<file path="config.mk">
export PLATFORM = sky130hd
export DESIGN_NAME = spi_slave_fsm
export DESIGN_NICKNAME = d
export VERILOG_FILES = /design/src/rtl/spi_slave_fsm.sv
export SDC_FILE = /design/constraint.sdc
export NUM_CORES = 1
export LEC_CHECK = 0
export BUFFER_PORTS_ARGS = -buffer_cell sky130_fd_sc_hd__buf_2
export CAP_MARGIN = 0
export CORE_MARGIN = 2
export CORE_UTILIZATION = 54
export DETAILED_ROUTE_END_ITERATION = 12
export PLACE_DENSITY = 0.76
export SKIP_CTS_REPAIR_TIMING = 1
export SLEW_MARGIN = 40
export SYNTH_ARGS = -nofsm -noshare
export SYNTH_HDL_FRONTEND = slang
export SYNTH_SLANG_ARGS = --single-unit
</file>
<file path="constraint.sdc">
create_clock -name clk -period 2.4 [get_ports clk]
set_input_delay 0 -clock clk [delete_from_list [all_inputs] [get_ports clk]]
set_output_delay 0 -clock clk [all_outputs]
set_load 0.02 [all_outputs]
</file>
<file path="src/rtl/spi_slave_fsm.sv">
// Control FSM for the SPI peripheral: frames the address/RW byte, then sequences either a
// memory read into the shift register (driving MISO) or a write commit from it.
module spi_slave_fsm #(
  parameter int unsigned WIDTH        = 8,
  parameter int unsigned READ_LATENCY = 1
) (
  input  logic                         clk,
  input  logic                         resetN,
  input  logic                         sclkEdge,
  input  logic                         csN,
  input  logic                         rwBit,
  output logic                         shiftRegParallelLoad,
  output logic                         addrLatchEn,
  output logic                         memWriteEn,
  output logic                         misoBufferEn,
  output logic                         busy,
  output logic [$clog2(WIDTH+1)-1:0]   bitCount
);

  localparam int unsigned     CntW     = $clog2(WIDTH + 1);
  localparam logic [CntW-1:0] CntLast  = CntW'(WIDTH - 1);
  localparam logic [CntW-1:0] CntFull  = CntW'(WIDTH);
  localparam logic [CntW-1:0] CntOne   = CntW'(1);
  localparam logic [2:0]      WaitLast = (READ_LATENCY > 1) ? 3'(READ_LATENCY - 2) : 3'd0;

  typedef enum logic [3:0] {
    StIdle,
    StGetAddr,
    StLatchAddr,
    StReadWait,
    StReadLoad,
    StReadShift,
    StWriteShift,
    StWriteCommit,
    StDone
  } stateE;

  stateE           stateQ, stateD;
  logic [CntW-1:0] bitCountD;
  logic [2:0]      waitCntQ, waitCntD;

  always_comb begin
    stateD    = stateQ;
    bitCountD = bitCount;
    waitCntD  = waitCntQ;
    // Chip-select release wins over everything, including a same-cycle final edge.
    if (stateQ != StIdle && csN) begin
      stateD    = StIdle;
      bitCountD = '0;
      waitCntD  = '0;
    end else begin
      case (stateQ)
        StIdle: begin
          if (!csN) begin
            stateD    = StGetAddr;
            bitCountD = '0;
          end
        end
        StGetAddr: begin
          if (sclkEdge) begin
            bitCountD = (bitCount == CntFull) ? bitCount : bitCount + CntOne;
            if (bitCount == CntLast) stateD = StLatchAddr;
          end
        end
        StLatchAddr: begin
          bitCountD = '0;
          waitCntD  = '0;
          if (rwBit) stateD = (READ_LATENCY > 1) ? StReadWait : StReadLoad;
          else       stateD = StWriteShift;
        end
        StReadWait: begin
          if (waitCntQ == WaitLast) stateD = StReadLoad;
          else                      waitCntD = waitCntQ + 3'd1;
        end
        StReadLoad: stateD = StReadShift;
        StReadShift: begin
          if (sclkEdge) begin
            bitCountD = (bitCount == CntFull) ? bitCount : bitCount + CntOne;
            if (bitCount == CntLast) stateD = StDone;
          end
        end
        StWriteShift: begin
          if (sclkEdge) begin
            bitCountD = (bitCount == CntFull) ? bitCount : bitCount + CntOne;
            if (bitCount == CntLast) stateD = StWriteCommit;
          end
        end
        StWriteCommit: stateD = StDone;
        StDone:        stateD = StDone;
        default:       stateD = StIdle;
      endcase
    end
  end

  // Outputs are decoded from the next state so each one is a clean register (Moore).
  always_ff @(posedge clk or negedge resetN) begin
    if (!resetN) begin
      stateQ               <= StIdle;
      bitCount             <= '0;
      waitCntQ             <= '0;
      addrLatchEn          <= 1'b0;
      shiftRegParallelLoad <= 1'b0;
      memWriteEn           <= 1'b0;
      misoBufferEn         <= 1'b0;
      busy                 <= 1'b0;
    end else begin
      stateQ               <= stateD;
      bitCount             <= bitCountD;
      waitCntQ             <= waitCntD;
      addrLatchEn          <= (stateD == StLatchAddr);
      shiftRegParallelLoad <= (stateD == StReadLoad);
      memWriteEn           <= (stateD == StWriteCommit);
      misoBufferEn         <= (stateD == StReadShift);
      busy                 <= (stateD != StIdle);
    end
  end

endmodule

</file>
# After elaboration in Yosys (flattened, before gate mapping)
# Index checks and enable logic that the tools add are counted.
# totals
ff_bits,16
inputBits,5
output_inout_bits,9
elab_cells,58
# op_classes
n_addsub,2
eq_ne,18
mux,19
n_reduce_logical,11
# ops
cell,count
$mux 4,13
$eq 4x3->1 const B,8
$pmux 4 s8,1
$eq 4x2->1 const B,3
$pmux 4 s3,1
$reduce_bool 4->1,3
$ne 3x3->1 const B,3
$eq 4x4->1 const B,2
$mux 3,2
$pmux 3 s2,1
$add 4x1->4 const B,1
$eq 4x1->1 const B,1
$logic_not 4->1,1
$reduce_and 4->1,1
$add 3x1->3 const B,1
$logic_not 3->1,1
$ne 3x1->1 const B,1
$reduce_bool 3->1,1
$reduce_or 3->1,1
$mux 2,1
$reduce_and 2->1,1
$reduce_or 2->1,1
$logic_and 1x1->1,1

# Logic depth before layout (Yosys ltp)
# depth
depth_word,6
ltp_mapped,8
mapped_depth_nobuf,8

# Worst setup path after synthesis
# No wires, ideal clock.
# synth_timing
path_kind,reg2reg
start,register bitCount[1]
end,register busy
setup_time_ns,0.121
arrival_ns,1.715
required_ns,2.279
setup_slack_ns,0.564
stages_incl_launch_ff,7
n_path_buf,0
period_less_slack_ns,1.836
path_cell_list,dfrtp_1 > ha_1 > and4b_1 > a22oi_1 > a221oi_2 > a21oi_1 > nand2b_1
# synth_via
elab_chain_len,6
elab_cells_between_ends,10
cone_classes,eq/ne: 1; mux: 8; reduce/logical: 1
# synth_lines
element,line,source
start: declaration,17,output logic [$clog2(WIDTH+1)-1:0] bitCount
start signal: assignment,108,bitCount <= bitCountD;
$eq 4x3->1 (*),"62, 79, 85",
"$mux 4, on equally long branches","85, 62, 79",
"$mux 4, on equally long branches","83, 60, 77",
$pmux 4 s8 (*),52,case (stateQ)
$mux 4 (*),47,if (stateQ != StIdle && csN) begin
$reduce_bool 4->1 (*),114,busy <= (stateD != StIdle);
end signal: assignment,114,
end: declaration,16,"output logic busy,"
# Mark *: on every way between the ends. The rest lies on a longest branch, timed or not.
# A chain may end at the register's enable or synchronous reset.

# Worst setup path after layout
# layout_timing
start,register waitCntQ[0]
end,register addrLatchEn
# layout_via
elab_chain_len,5
# layout_lines
element,line,source
start: declaration,40,"logic [2:0] waitCntQ, waitCntD;"
start signal: assignment,109,waitCntQ <= waitCntD;
$logic_not 3->1,72,if (waitCntQ == WaitLast) stateD = StReadLoad;
$mux 4,72,
$pmux 4 s8,52,
$mux 4,47,
net stateD[2],38,"stateE stateQ, stateD;"
$eq 4x2->1,110,addrLatchEn <= (stateD == StLatchAddr);
end signal: assignment,110,
end: declaration,13,"output logic addrLatchEn,"
# The timed path passes the listed nets, and every way through them passes these cells.

==> summary.md <==
| Metric | Value |
|---|---|
| ANT nets after route | 0 |
| Crit. End Element | register |
| Overflow after GRT | 0 |
| Post-synth EDFFs | 0 |
| Gpl congestion | 0.813 |
| Bufs on Longest Clock Path | 2 |
| Lkg Pwr | 0.508 nW |
| Sink Count | 16 |
| Synth Net Count | 108 |
| Max FO, Critical Path | 4 |
| CP cell instances | inv_1 > ha_1 > or3b_1 > a211o_1 > a21o_1 > inv_2 > nor2_1 > and3_1 |
| Port bufs | 13 |
| H-tree depth | 1 |
| RSZ-0062 raised after global routing | false |
| Max_slew headroom | 0.728 |
| Worst hold path type | input pin to register |
| Synthesized area | 933 um2 |
| Final net count | 122 |
| Initial core utilization | 0.559 |
| Die Span Y | 45.6 um |
| Synth area leaders | dfrtp_1, nor2_1, ha_1, a211o_1, inv_1 |
| Clock Latency Late Sink | 0.29 ns |
| Status | finished with violations |
| Hold slack final | -0.00276 ns |
| Syn Inst Count | 99 |
| YS warnings | 0 |
| Vias in the first global route | 693 |
| Peak supply drop | 0.579 mV |
| Violations in the final reports | negative hold slack |
| Top-count cell post-synth | dfrtp_1 |
| Post-Place Cells | 124 |
| Tcrit/Tclk final | 0.801 |
| Layout cells sized above 1 | 0.205 |
| Gr usage total | 0.197 |
| Wirelength, routed | 1680 um |
| Achievable Freq | 520 MHz |
| Pins over their slew limit | 0 |
| Layout Cells excl Fill | 129 |
| Top post-synthesis cells by count | dfrtp_1, nor2_1, inv_1, nand2_1 |
| Root Driver | clkbuf_4 |
| Predominant post-synthesis flop cell | dfrtp_1 |
| Drt first pass iters | 4 |
| Die width | 45.6 um |
| DRC | 0 |
| Worst EP arrival | 2.10 ns |
| Slew @ Worst Pin | 0.409 ns |
| Synthesized area per cell | 9.43 um2 |
| Setup TNS | 0 ns |
| Total of max-cap violations | 0 |
| Worst Skew | 0.0111 ns |
| WP data required | 2.58 ns |
| Reg2reg setup slack | 0.48 ns |
| Hpwl dp | 1290 um |
| Synth top area share | 0.429 |
| Asr flop ratio synth | 1.00 |
| Antenna diodes | 0 |
| Num CTS Buffers | 3 |
| Setup-failing EPs final | 0 |
| Post-route minimum period | 1.92 ns |
| Pwr Density | 829 nW/um2 |
| FF+latch count, synth | 16 |
| Syn-to-layout area delta | 11.4% |
| Largest net degree at the start of global routing | 17 |
| TritonCTS clock tree | built |
| Via count | 751 |
| Routed vias/inst | 5.82 |
| Synth area leader | dfrtp_1 |
| Die Area | 2080 um2 |
| DR WL/cell | 13.0 um |
| Distinct cells, synth | 40 |
| CP peak stage delay | 0.42 ns |
| CP Launch Type | register |
| Critical path's slowest cell | dfrtp_1 |
| Core Area | 1670 um2 |
| # IOs | 14 |
| Setup CP Type | register to register |
| Antenna violations before repair | 0 |
| Rows | 15 |
| Register area share after synthesis | 0.429 |
| Final hold violation count | 1 |
| First-pass GRT wire length | 2930 um |
| Top Family by Delay on Critical Path | simple AND/OR/NAND/NOR gates |
| DR iter-0 viols | 15 |
| Worst Path Buf+Inv | 2 |
| Worst-path clk slew | 0.10 ns |
## registers in the layout, summed over array words and instances (netlist names)
signal / flops
addrLatchEn: 1
waitCntQ: 3
stateQ: 4
bitCount: 4
shiftRegParallelLoad: 1
memWriteEn: 1
busy: 1
misoBufferEn: 1
## path summary, 6_finish.rpt
kind                                          from                      end  cells past startpoint
setup reg to reg           waitCntQ[0]$_DFFE_PN0P_    addrLatchEn$_DFF_PN0_                      8
max in group asynchronous                   resetN   misoBufferEn$_DFF_PN0_                      2
hold / removal                                 csN      stateQ[3]$_DFF_PN0_                      2
setup / recovery           waitCntQ[0]$_DFFE_PN0P_    addrLatchEn$_DFF_PN0_                      8
hold reg to reg            waitCntQ[0]$_DFFE_PN0P_  waitCntQ[0]$_DFFE_PN0P_                      1
min in group asynchronous                   resetN      stateQ[2]$_DFF_PN0_                      2
## per-stage QoR
stage	setup slack, ns	utilization	power, mW	area, um2
6_report	0.478	0.622	0.861	1040
4_1_cts	0.482	0.616	0.869	1030
3_3_place_gp	0.518	0.595	0.685	993
2_1_floorplan	0.564	-	0.626	933
3_5_place_dp	0.514	0.595	0.690	993
5_1_grt	0.352	0.622	0.933	1040
## area by class of cell
type | instances | area [um2]
Sequential cell | 16 | 400
Inverter | 7 | 26.3
Tap cell | 17 | 21.3
Multi-Input combinational cell | 71 | 480
Timing Repair Buffer | 14 | 75.1
Clock buffer | 4 | 36.3
Fill cell | 149 | 631
## per-layer routing
metal,vias up,track usage,wire (um)
met3,2,0.0595,59
met4,0,0.0529,13
met1,363,0.255,816
met5,-,0,0
met2,12,0.318,787
li1,374,-,-
## report_power, final
part           leakage, nW  total (mW)  switching (mW)  internal, mW
registers            0.216       0.379          0.0640         0.315
logic                0.271       0.307           0.175         0.131
clock network       0.0210       0.176          0.0836        0.0923
## cell families (layout without fill, tap and decap cells)
group                    count (synthesis)  in the layout  share of synthesized area
AO/OA/AOI/OAI                           21             21                      0.173
buffers and inverters                   12             25                     0.0563
flip-flops                              16             16                      0.429
adder cells (fa/ha/maj)                  4              4                     0.0536
XOR/XNOR                                 1              1                    0.00939
AND/OR/NAND/NOR                         43             43                      0.256
multiplexers                             2              2                     0.0228
## placed cells by master (no fill, tap or decap), types with 2 or more instances in the layout
cell type / instances
buf_2: 13
inv_1: 6
and3_1: 2
a22oi_1: 2
clkbuf_4: 3
dfrtp_1: 16
nor3_1: 3
a21o_1: 2
nand2b_1: 2
a211o_1: 3
ha_1: 4
a22o_1: 2
nand2_1: 6
nor3b_1: 2
nand3_1: 3
nor2b_1: 2
a21oi_1: 4
nor2_1: 14
Power figures use the tool's default switching activity.
